<file path="config.mk">
export PLATFORM = sky130hd
export DESIGN_NAME = swd_xfer_ctrl
export DESIGN_NICKNAME = d
export VERILOG_FILES = /design/src/rtl/swd_xfer_ctrl.sv
export SDC_FILE = /design/constraint.sdc
export NUM_CORES = 1
export LEC_CHECK = 0
export BUFFER_PORTS_ARGS = -buffer_cell sky130_fd_sc_hd__buf_2
export CAP_MARGIN = 0
export CORE_MARGIN = 10
export CORE_UTILIZATION = 48
export DETAILED_ROUTE_END_ITERATION = 7
export PLACE_DENSITY = 0.79
export SLEW_MARGIN = 20
export SYNTH_ARGS = -nofsm -noshare
export SYNTH_HDL_FRONTEND = slang
export SYNTH_SLANG_ARGS = --single-unit
</file>
<file path="constraint.sdc">
create_clock -name clk -period 3.7 [get_ports clk]
set_clock_uncertainty 0.05 [all_clocks]
set_input_delay 0.37 -clock clk [delete_from_list [all_inputs] [get_ports clk]]
set_output_delay 0.37 -clock clk [all_outputs]
set_load 0.02 [all_outputs]
</file>
<file path="src/rtl/swd_xfer_ctrl.sv">
// swd_xfer_ctrl: sequences a single DP/AP transfer through the SWD bit engine.
// It holds the request fields for the engine and reissues on WAIT up to a
// limit latched at acceptance. A FAULT ack is remembered in fault_sticky;
// while that flag is set, new requests are answered with FAULT without
// touching the bus. Each transfer returns exactly one response record.
module swd_xfer_ctrl (
    input  logic        clk,
    input  logic        rst,
    input  logic        req_valid,
    output logic        req_ready,
    input  logic [1:0]  req_addr32,
    input  logic        req_rnw,
    input  logic        req_apndp,
    input  logic [31:0] req_wdata,
    output logic        rsp_valid,
    input  logic        rsp_ready,
    output logic [2:0]  rsp_ack,
    output logic [31:0] rsp_data,
    output logic        rsp_perr,
    output logic [7:0]  rsp_retries,
    input  logic [7:0]  wait_retries,
    input  logic        clr_fault,
    output logic        fault_sticky,
    output logic [1:0]  swd_addr32,
    output logic        swd_rnw,
    output logic        swd_apndp,
    output logic [31:0] swd_dwrite,
    output logic        swd_go,
    input  logic        swd_idle,
    input  logic [2:0]  swd_ack,
    input  logic [31:0] swd_dread,
    input  logic        swd_perr
);

    localparam logic [2:0] ACK_OK    = 3'b001;
    localparam logic [2:0] ACK_WAIT  = 3'b010;
    localparam logic [2:0] ACK_FAULT = 3'b100;

    typedef enum logic [2:0] {IDLE, ISSUE, BUSY, EVAL, RESP} state_t;

    state_t     state;
    logic [7:0] retry_lim;
    logic [7:0] retry_cnt;

    // Transfer FSM. All outputs are registered. req_ready comes up on the
    // first clock after reset is released and drops at acceptance.
    always_ff @(posedge clk or posedge rst) begin
        if (rst) begin
            state        <= IDLE;
            req_ready    <= 1'b0;
            rsp_valid    <= 1'b0;
            rsp_ack      <= 3'b000;
            rsp_data     <= 32'h0;
            rsp_perr     <= 1'b0;
            rsp_retries  <= 8'h0;
            fault_sticky <= 1'b0;
            swd_addr32   <= 2'b00;
            swd_rnw      <= 1'b0;
            swd_apndp    <= 1'b0;
            swd_dwrite   <= 32'h0;
            swd_go       <= 1'b0;
            retry_lim    <= 8'h0;
            retry_cnt    <= 8'h0;
        end else begin
            // A clear pulse is applied first so that a FAULT detected in EVAL
            // during the same cycle overrides it.
            if (clr_fault)
                fault_sticky <= 1'b0;
            case (state)
                IDLE: begin
                    if (req_valid && req_ready) begin
                        req_ready  <= 1'b0;
                        swd_addr32 <= req_addr32;
                        swd_rnw    <= req_rnw;
                        swd_apndp  <= req_apndp;
                        swd_dwrite <= req_wdata;
                        retry_lim  <= wait_retries;
                        retry_cnt  <= 8'h0;
                        if (fault_sticky) begin
                            // Still faulted: answer immediately without using the bus.
                            rsp_ack     <= ACK_FAULT;
                            rsp_data    <= 32'h0;
                            rsp_perr    <= 1'b0;
                            rsp_retries <= 8'h0;
                            rsp_valid   <= 1'b1;
                            state       <= RESP;
                        end else begin
                            swd_go <= 1'b1;
                            state  <= ISSUE;
                        end
                    end else begin
                        req_ready <= 1'b1;
                    end
                end
                ISSUE: begin
                    // Hold go until the engine leaves idle.
                    if (!swd_idle) begin
                        swd_go <= 1'b0;
                        state  <= BUSY;
                    end
                end
                BUSY: begin
                    if (swd_idle)
                        state <= EVAL;
                end
                EVAL: begin
                    if (swd_ack == ACK_WAIT && retry_cnt < retry_lim) begin
                        retry_cnt <= retry_cnt + 8'd1;
                        swd_go    <= 1'b1;
                        state     <= ISSUE;
                    end else begin
                        rsp_ack     <= swd_ack;
                        rsp_data    <= (swd_ack == ACK_OK && swd_rnw) ? swd_dread : 32'h0;
                        rsp_perr    <= (swd_ack == ACK_OK) & swd_perr & swd_rnw;
                        rsp_retries <= retry_cnt;
                        rsp_valid   <= 1'b1;
                        state       <= RESP;
                    end
                    if (swd_ack == ACK_FAULT)
                        fault_sticky <= 1'b1;
                end
                RESP: begin
                    if (rsp_ready) begin
                        rsp_valid <= 1'b0;
                        req_ready <= 1'b1;
                        state     <= IDLE;
                    end
                end
                default: state <= IDLE;
            endcase
        end
    end

endmodule
</file>
Word-level counts from Yosys, hierarchy flattened
Index checks and enable logic that the tools add are counted.
{ "word_totals": {"reg_bits": 103, "input_bits": 86, "output_inout_bits": 84, "wordCells": 92} }
{ "op_classes": {"n_addsub": 1, "magnitude_cmp": 1, "eq_ne": 15, "n_mux": 43, "bitwise_logic": 2, "reduce_logical": 15} }
{ "op_table": {"columns": ["cell", "count"], "rows": [
  ["2-to-1 mux 32 bit", 4],
  ["case mux 32 bit (2 select lines)", 1],
  ["2-to-1 mux 8 bit", 5],
  ["case mux 8 bit (2 select lines)", 2],
  ["2-to-1 mux 3 bit", 9],
  ["2-to-1 mux 1 bit", 16],
  ["inequality test 2 bit (second input constant)", 8],
  ["case mux 3 bit (5 select lines)", 1],
  ["AND reduction 5 bit", 2],
  ["== test 3 x 2 -> 1 bit (second input constant)", 3],
  ["adder 8 x 1 -> 8 bit (second input constant)", 1],
  ["less-than comparator 8 bit", 1],
  ["AND reduction 4 bit", 2],
  ["== test 3 x 1 -> 1 bit (second input constant)", 2],
  ["== test 3 bit (second input constant)", 2],
  ["case mux 1 bit (3 select lines)", 2],
  ["case mux 3 bit (2 select lines)", 1],
  ["nonzero test 3 bit", 2],
  ["case mux 1 bit (2 select lines)", 2],
  ["AND reduction 2 bit", 2],
  ["nonzero test 2 bit", 2],
  ["logical AND 1 bit", 3],
  ["logical NOT 3 bit", 1],
  ["AND reduction 3 bit", 1],
  ["AND 1 bit", 2]
]} }

Longest topological paths before layout
Gate-level depths: netlist of run 1.
{ "depth": {"ltp_word": 5, "depth_mapped": 8, "mapped_depth_nobuf": 7} }

Least setup slack after synthesis of run 1
OpenSTA, ideal clock, no wires.
{ "synth_timing": {"path_type": "register to register", "startpoint": "register retry_cnt[1]", "endpoint": "register swd_go", "setup_time_ns": 0.101, "arrival_ns": 1.797, "required_ns": 3.549, "slack_ns": 1.752, "path_stages_with_launch": 7, "path_buffers": 1, "period_less_slack_ns": 1.948, "cell_sequence": "dfrtp_1 ha_1 a2111o_1 a21o_1 and2_4 buf_6 o32ai_1"} }
{ "synth_between": {"elab_chain_cells": 4} }
{ "synth_lines": {"columns": ["element", "line_no", "text"], "rows": [
  ["start, declared", "43", "logic [7:0] retry_cnt;"],
  ["start signal, assigned", "108", "retry_cnt <= retry_cnt + 8'd1;"],
  ["less-than comparator 8 bit", "107", "if (swd_ack == ACK_WAIT && retry_cnt < retry_lim) begin"],
  ["logical AND 1 bit", "107", null],
  ["inequality test 2 bit (no source line)", null, null],
  ["AND reduction 5 bit (no source line)", null, null],
  ["end signal, assigned", "88", "swd_go <= 1'b1;"],
  ["end signal, assigned", "98", "swd_go <= 1'b0;"],
  ["end signal, assigned", "109", "swd_go <= 1'b1;"],
  ["end, declared", "28", "output logic swd_go,"]
]} }
Every way passes these cells.
A chain may end at the register's enable or synchronous reset.

Worst setup path in the final report of run 1
{ "layout_timing": {"startpoint": "register retry_cnt[7]", "endpoint": "register rsp_retries[6]"} }
{ "layout_between": {"elab_chain_cells": 4} }
{ "layout_lines": {"columns": ["element", "line_no", "text"], "rows": [
  ["less-than comparator 8 bit", "107", null],
  ["logical AND 1 bit", "107", null],
  ["inequality test 2 bit (no source line)", null, null],
  ["AND reduction 4 bit (no source line)", null, null],
  ["end signal, assigned", "115", "rsp_retries <= retry_cnt;"],
  ["end, declared", "20", "output logic [7:0] rsp_retries,"]
]} }
Every way passes these cells.

==> results.md, run 1 <==
Run status:
- The run finished with clean final reports.

Routing:
- The DRC violation count after routing is 0.
- The routed wire length per instance is roughly 17 µm.
- The final antenna-violating net count is 0.
- The detailed router finished its first iteration with 232 violations.
- Across all layers, the routed design uses 3,540 vias.
- The first-pass iteration count of the detailed router is 4.
- The aggregate routed wire length is 11.34 mm.
- In the routed layout, each cell is associated on average with a via count of 5.214.

Yosys:
- The async set-reset flop share out of synthesis is 1.000.
- The share of the synthesized area in the top cell type is 0.6073.
- The yosys synthesis warning count is 0.
- The number of flip-flops and latches in the synthesized netlist is 103.
- The predominant post-synthesis flop cell is sky130_fd_sc_hd__dfrtp_1.
- The share of the Yosys chip area taken by registers is 0.6073.
- The largest area contributor in the netlist is sky130_fd_sc_hd__dfrtp_1.
- The count of mapped cells out of synthesis is around 400.
- By area the synthesized netlist is led by sky130_fd_sc_hd__dfrtp_1, sky130_fd_sc_hd__nand2_1, sky130_fd_sc_hd__a22o_1.
- Yosys instantiated no cell more often than sky130_fd_sc_hd__nand2_1.
- In the synthesized netlist, the cells that appear most often are sky130_fd_sc_hd__nand2_1, sky130_fd_sc_hd__dfrtp_1, sky130_fd_sc_hd__a22o_1, sky130_fd_sc_hd__inv_1, sky130_fd_sc_hd__o21ai_0.
- Synthesis produced a netlist with a net count of 498.
- Summing every instance area after synthesis gives around 4200 µm².
- In this run the mean area of a mapped cell was approximately 11 µm².
- The number of unique standard cell types used by synthesis is 43.
- The number of enable-type register cells in the synthesized netlist is 0.

Pwr:
- The overall power is between 3 and 4 mW.
- The switching power total is 1.564 mW.
- The total power density per cell area is 721.7 nW/µm².
- The fraction of power consumed by combinational cells is 0.390.
- The switching power as a share of total power is 0.4053.
- The relative contribution of sequential cells to total power is 0.433.
- VDD sags by at most 0.4004 mV.
- The proportion of power drawn by the clock network is 0.177.
- The internal power component is 2.294 mW.
- The analysis attributes to cell leakage a power of 2.986 nW.

Global routing:
- Global routing finished with a remaining overflow of 0.
- The number of antenna violations at the first check in global routing is 1.
- The overall track demand over capacity in global routing is 0.1766.
- Entering global routing, the biggest net connects 89 pins.
- The via count of the first global-routing pass is between 3k and 4k.
- The first-pass GRT wire length is 19.02 mm.

Clock network:
- The clock slew at the register clock pins of the worst setup and hold paths is 0.10 ns.
- The number of gates given a new drive strength after cts is 0.
- The worst-case clock buffer depth is 2.
- Post-CTS timing repair inserted 0 buffers for setup.
- Buffers inserted during clock tree synthesis total 9.
- The number of hold buffers added after CTS was 0.
- At the later pin of the worst-skew pair, clock insertion delay measures 0.35 ns.
- The CTS tree is done.
- Clock tree synthesis selected as its root buffer the cell sky130_fd_sc_hd__clkbuf_8.
- The clock net sink count is 103.
- The number of H-tree levels is 3.

Cells and area:
- The diode insertion count for antenna repair is 0.
- The fraction of final layout cells sized beyond drive strength 1 is 0.3450.
- The area added between synthesis and finish is 25.97%.
- The number of nets in the layout is 661.
- The layout has 739 filler cells.
- The area of all placed cells without fillers is ~5300 µm².

STA:
- For the finished layout, the period the worst path requires is 2.270 ns.
- The worst-margin pin slew is 0.7916 ns.
- Setup repair after global routing left no endpoint under its margin.
- The tightest hold path in the finished design has a slack of 0.1079 ns.
- The highest achievable clock rate is 440.6 MHz.
- Summed over all failing endpoints, the final setup total negative slack is 0 ns.
- After layout, the worst setup slack is roughly 1.4 ns.
- The number of pins with negative max-slew slack in the final report is 0.
- Setup violations remaining at the end of the flow were counted as 0.
- The share of the clock period used by the worst path is 0.6135.
- The worst slew slack as a fraction of its limit is 0.4723.
- The final number of hold-violating endpoints is 0.

Floorplanning:
- The die area is about 13,000 µm².
- The initial utilization of the core area, before any placement, comes to 0.4890.
- The die is 114.0 µm tall.
- The I/O pin count is 170.
- The floorplan step defined a core boundary enclosing 8678 µm².
- The initialized floorplan defines 34 standard-cell rows.
- The die span in x is 114.0 µm.

Placement:
- The placer congestion estimate is 0.8506.
- The number of buffers added on ports is roughly 170.
- Before CTS, the worst setup slack after placement is 1.461 ns.
- The total half-perimeter wirelength after legalization and detailed placement is roughly 8.4 mm.
- The placement-stage cell area is about 5200 µm².

Critical path:
- The logic depth of the worst register-to-register path is 7.
- The worst setup path is launched from a flip-flop.
- The worst register-to-register path ends at rsp_retries[6]$_DFFE_PP0P_.
- The data required time at the worst endpoint is 3.94 ns.
- Data arrives at the worst endpoint at 2.51 ns.
- The setup path with the least slack is of type reg2reg.
- The startpoint of the most critical register-to-register path is retry_cnt[7]$_DFFE_PP0P_.
- STA classifies the critical path endpoint as a flip-flop.
- Along the worst path, the maximum fanout reaches 44.
- The setup check on the worst reg-to-reg path leaves a slack of 1.43 ns.

Hold path:
- The type of the worst min-delay path is in2async.

Job:
- Max-cap violations in this run came to 0.
-- kinds of logic after synthesis --
| kind of cell | share of synthesized area |
|---|---|
| simple gates | 0.1710 |
| flops | 0.6073 |
| compound gates | 0.1474 |
| buf+inv | 0.04157 |
| fa+ha+maj | 0.02359 |
| mux | 0.007076 |
| xor+xnor | 0.002064 |
-- routing by layer --
metal | share of wire | track usage
met1 | 0.44 | 0.2291
met2 | 0.42 | 0.2589
met3 | 0.12 | 0.07559
met4 | 0.015 | 0.06015
met5 | 0.0012 | 0
-- how the worst max path moves through the flow --
stage / cells past startpoint / endpoint / startpoint / slack (ns)
4_1_cts: 7 / rsp_retries[4]$_DFFE_PP0P_ / retry_cnt[7]$_DFFE_PP0P_ / 1.42
3_3_place_gp: 7 / rsp_retries[7]$_DFFE_PP0P_ / retry_cnt[7]$_DFFE_PP0P_ / 1.52
2_1_floorplan: 1 / fault_sticky$_DFF_PP0_ / rst / 0.58
5_1_grt: 7 / rsp_retries[3]$_DFFE_PP0P_ / retry_cnt[2]$_DFFE_PP0P_ / 1.27
3_5_place_dp: 7 / rsp_retries[7]$_DFFE_PP0P_ / retry_cnt[7]$_DFFE_PP0P_ / 1.46
6_report: 7 / rsp_retries[6]$_DFFE_PP0P_ / retry_cnt[7]$_DFFE_PP0P_ / 1.43
-- layout make-up --
cell class	count	area, µm²	area share
clock inverters	5	60.06	0.01123
multi-input cells	264	1501	0.2808
flip-flops and latches	103	2577	0.4821
clock buffers	10	127.6	0.02387
inverters	15	61.31	0.01147
well taps	108	135.1	0.02528
repair buffers	174	883.3	0.1652
-- placed cells by master, fill, tap and decap left out, drive strengths merged, types with 2 or more instances in the layout --
cell	count
ha	8
nor4	2
clkinv	3
nor2	13
mux2i	3
nor3	3
o21ai	15
inv	15
nand3	4
nand2	136
a2bb2oi	3
clkbuf	10
buf	174
a211oi	2
or4	2
nand2b	2
a21oi	5
or3	2
a22o	45
o211ai	2
and2	2
dfrtp	103
-- state kept, by name, indices dropped and copies added (netlist names), 2 cells and up --
signal and flops:
retry_cnt 8, retry_lim 8, rsp_ack 3, rsp_data 32, rsp_retries 8, state 3
swd_addr32 2, swd_dwrite 32
-- power groups by stage --
stage	clock, mW	combinational [mW]	sequential [mW]
2_1_floorplan	0	0.711	1.99
3_3_place_gp	0	1.49	1.67
3_5_place_dp	0	1.54	1.68
4_1_cts	0.707	1.53	1.67
5_1_grt	0.744	1.69	1.72
6_report	0.683	1.50	1.67
-- stage by stage --
stage	instances	utilization
4_1_cts	679	0.6158
3_5_place_dp	664	0.5941
6_report	679	0.6161
2_1_floorplan	404	-
5_1_grt	679	0.6161
3_3_place_gp	664	0.5941
-- worst max-delay path, cell delays in order, from the launching register on --
cell and delay (ns):
sky130_fd_sc_hd__dfrtp_1 0.42, sky130_fd_sc_hd__ha_1 0.19, sky130_fd_sc_hd__nor4b_1 0.35, sky130_fd_sc_hd__o211ai_1 0.19, sky130_fd_sc_hd__a22o_1 0.27, sky130_fd_sc_hd__a21oi_4 0.11
sky130_fd_sc_hd__buf_4 0.40, sky130_fd_sc_hd__a22o_1 0.21
No activity file was read; power rests on OpenSTA's default activity.
==> run 2: changes to the inputs <==
- clock period: 3.7 -> 2.3 ns (I/O delays scaled with it)
==> run 2 against run 1 <==
Against the previous run:
- fmax up 9.1%
- sequential share of layout area decreased by 2.7 points
- routed wire length increased by 6.1%
- clock power increased by 48%
- count of clock-buffer cells in the layout up 1
- critical path depth did not move
- flip-flop and latch count did not move
- final cell count grew 5.0%
- critical path type unchanged
==> results.md, run 2 (same netlist as run 1, synthesis figures left out) <==
Global routing:
- The overall track demand over capacity in global routing is 0.1886 (+0.01203).
- The largest net degree at the start of global routing is 53 (-40%).
- The total congestion overflow came to 0 (unchanged).
- The via count of the first global-routing pass is 3,892 (+3.6%).
- The number of antenna violations at the first check in global routing is 0 (-1).
- The first-pass GRT wire length was 20.11 mm (+5.7%).

Critical path:
- The worst setup path is captured at a flip-flop.
- The logic depth of the worst register-to-register path came to 7 (unchanged).
- The largest stage delay on the critical path was 0.45 ns (+0.03 ns).
- The largest fanout on the critical path came to 44 (unchanged).
- The data required time at the worst endpoint is 2.50 ns (-1.44 ns).
- By startpoint and endpoint, the worst setup path is classified as reg2reg.
- The total buffers and inverters traversed by the critical path is 1 (unchanged).
- The worst setup path is launched from a flip-flop.
- In this run the critical register-to-register path is captured at rsp_retries[2]$_DFFE_PP0P_.
- In this run the critical register-to-register path is launched from retry_cnt[3]$_DFFE_PP0P_.
- The reg-to-reg setup timing slack is 0.22 ns (-1.21 ns).
- Walking the worst path, the cells encountered are ha_1, o21ai_0, a21oi_1, and2_1, a21oi_4, buf_12, a22o_1.
- The arrival time at the worst endpoint was 2.28 ns (-0.23 ns).
- Among all stages on the critical path, the largest delay is contributed by sky130_fd_sc_hd__dfrtp_1.
- The top cell family by delay on the critical path is compound AO/OA/AOI/OAI gates.

Routing:
- The routed metal-1 wirelength is 5.292 mm (+6.7%).
- The vias after detailed routing is 3,713 (+4.9%).
- The detailed route wirelength on metal2 is 5.314 mm (+11%).
- The number of vias per cell is 5.208 (-0.11%).
- The DRC violation count after routing is 0 (unchanged).
- The first-pass iteration count of the detailed router is 5 (+1).
- The routed wire length per instance was 16.89 µm (+1.1%).
- The total length of routed met3 wires is 1.302 mm (-7.2%).
- The final antenna-violating net count is 0 (unchanged).
- Signal routing reaches up to met4.
- The aggregate routed wire length is 12.04 mm (+6.1%).
- The number of violations reported at the end of detailed-routing iteration 0 is 300 (+29%).

Hold path:
- The type of the worst min-delay path is in2async.

STA:
- The time the worst path needs with I/O delays and setup is 2.080 ns (-0.1901 ns).
- The worst-margin pin slew is 0.7757 ns (-0.01592 ns).
- The worst slew slack as a fraction of its limit is 0.4829 (+0.01061).
- The final-report setup violation count is 0 (unchanged).
- The highest achievable clock rate is 480.8 MHz (+9.1%).
- The total negative slack for setup checks is 0 ns (unchanged).
- The number of pins with negative max-slew slack in the final report came to 0 (unchanged).
- The final number of hold-violating endpoints is 0 (unchanged).
- Setup repair after global routing left no endpoint under its margin.
- The share of the clock period used by the worst path is 0.9042 (+0.2907).

Clock network:
- The total setup buffers inserted after CTS is 0 (unchanged).
- The number of gates given a new drive strength after cts is 0 (unchanged).
- The worst-case clock buffer depth is 2 (unchanged).
- The later-pin clock latency in the skew report is 0.36 ns (about the same).
- In this run the clock root is driven by a sky130_fd_sc_hd__clkbuf_8.
- The hold buffer count at cts is 29 (+29).
- TritonCTS built the clock tree.
- The clock slew at the register clock pins of the worst setup and hold paths is 0.09 ns (about the same).
- The number of H-tree levels is 3 (unchanged).
- The clock buffer count from CTS was 9 (unchanged).
- The clock net sink count is 103 (unchanged).

Pwr:
- The highest ir drop seen on vdd is 0.6479 mV (+62%).
- The total power density per cell area came to 1102 nW/µm² (+53%).
- The cell leakage power is 3.126 nW (+4.7%).

Run status:
- The flow ran to the end, and the final reports show no timing, DRC or antenna violations.

Floorplanning:
- The number of rows created at floorplan came to 34 (unchanged).
- The core region area is 8678 µm² (unchanged).
- The die span in x is 114.0 µm (unchanged).
- The vertical die dimension was 114.0 µm (unchanged).
- The die area came to 13,000 µm² (unchanged).
- The initial cell density of the core is 0.4890 (unchanged).
- The I/O pin count is 170 (unchanged).

Cells and area:
- The diode insertion count for antenna repair is 0 (unchanged).
- The final core area utilization is 0.6524 (+0.03633).
- The fraction of final layout cells sized beyond drive strength 1 is 0.3322 (-0.01278).
- The number of nets in the layout is 694 (+5.0%).
- In the layout the commonest cells are sky130_fd_sc_hd__buf_2, sky130_fd_sc_hd__nand2_1, sky130_fd_sc_hd__dfrtp_1, sky130_fd_sc_hd__a22o_1, sky130_fd_sc_hd__dlygate4sd3_1.
- The most frequent standard cell in the layout excluding fill and tap cells is sky130_fd_sc_hd__buf_2.
- Relative to the synthesized area, the layout overhead comes to 33.40%.
- The largest registers in the layout are rsp_data: 32 flops, swd_dwrite: 32 flops.
- The number of inserted filler cells in the final layout is 682 (-7.7%).

Placement:
- The total half-perimeter wirelength after legalization and detailed placement came to 8.621 mm (+2.3%).
- The number of buffers added on ports is 169 (unchanged).
- The placer congestion estimate is 0.8162 (-4.0%).

Job:
- The number of violations of the max-capacitance limit was 0 (unchanged).
## run 2: worst max-delay path by stage
stage | start | to | slack [ns] | cells after the start
after floorplan | retry_cnt[1]$_DFFE_PP0P_ | swd_go$_DFFE_PP0P_ | 0.35 | 6
after global placement | retry_cnt[1]$_DFFE_PP0P_ | retry_cnt[6]$_DFFE_PP0P_ | 0.25 | 5
after detailed placement | retry_cnt[1]$_DFFE_PP0P_ | rsp_retries[7]$_DFFE_PP0P_ | 0.24 | 6
after CTS | retry_cnt[3]$_DFFE_PP0P_ | rsp_retries[7]$_DFFE_PP0P_ | 0.23 | 7
after global routing | retry_cnt[7]$_DFFE_PP0P_ | rsp_data[23]$_DFFE_PP0P_ | 0.02 | 7
final | retry_cnt[3]$_DFFE_PP0P_ | rsp_retries[2]$_DFFE_PP0P_ | 0.22 | 7
## run 2: worst reg2reg max path: cells and delay by family, from the launching register on
family	cells	cell delay (ns)
AO/OA/AOI/OAI	4	0.73
buffers and inverters	1	0.18
adder cells (fa/ha/maj)	1	0.31
AND/OR/NAND/NOR	1	0.26
flip-flops	1	0.45
## run 2: per-stage QoR
step | worst slack [ns] | hold WS [ns] | cells | power, mW | instance area [µm²]
3_3_place_gp | 0.2517 | 0.3683 | 668 | 5.139 | 5200
4_1_cts | 0.2252 | 0.0006353 | 713 | 6.312 | 5662
2_1_floorplan | 0.3518 | 0.2764 | 404 | 4.353 | 4248
3_5_place_dp | 0.2351 | 0.3726 | 668 | 5.233 | 5200
6_report | 0.2203 | 0.01480 | 713 | 6.239 | 5662
5_1_grt | 0.02081 | 0.01366 | 713 | 6.747 | 5662
## run 2: cell type report
class                      count  area, µm²  share of cell area
timing repair buffer         207       1216              0.2148
clock inverter                 5      40.04            0.007072
tap                          108      135.1             0.02387
multi-input combinational    264       1501              0.2652
clock buffer                  11      131.4             0.02320
sequential                   103       2577              0.4552
inverter                      15      60.06             0.01061
## run 2: report_power, final
group	switching, mW	internal (mW)
sequential	0.334	2.36
clock	0.602	0.407
combinational	1.64	0.904
total	2.57	3.67
## run 2: metal layers
layer,up-vias,GRT usage
li1,1764,-
met1,1761,0.2475
met2,176,0.2806
met3,12,0.08031
met4,0,0.04929
met5,-,0
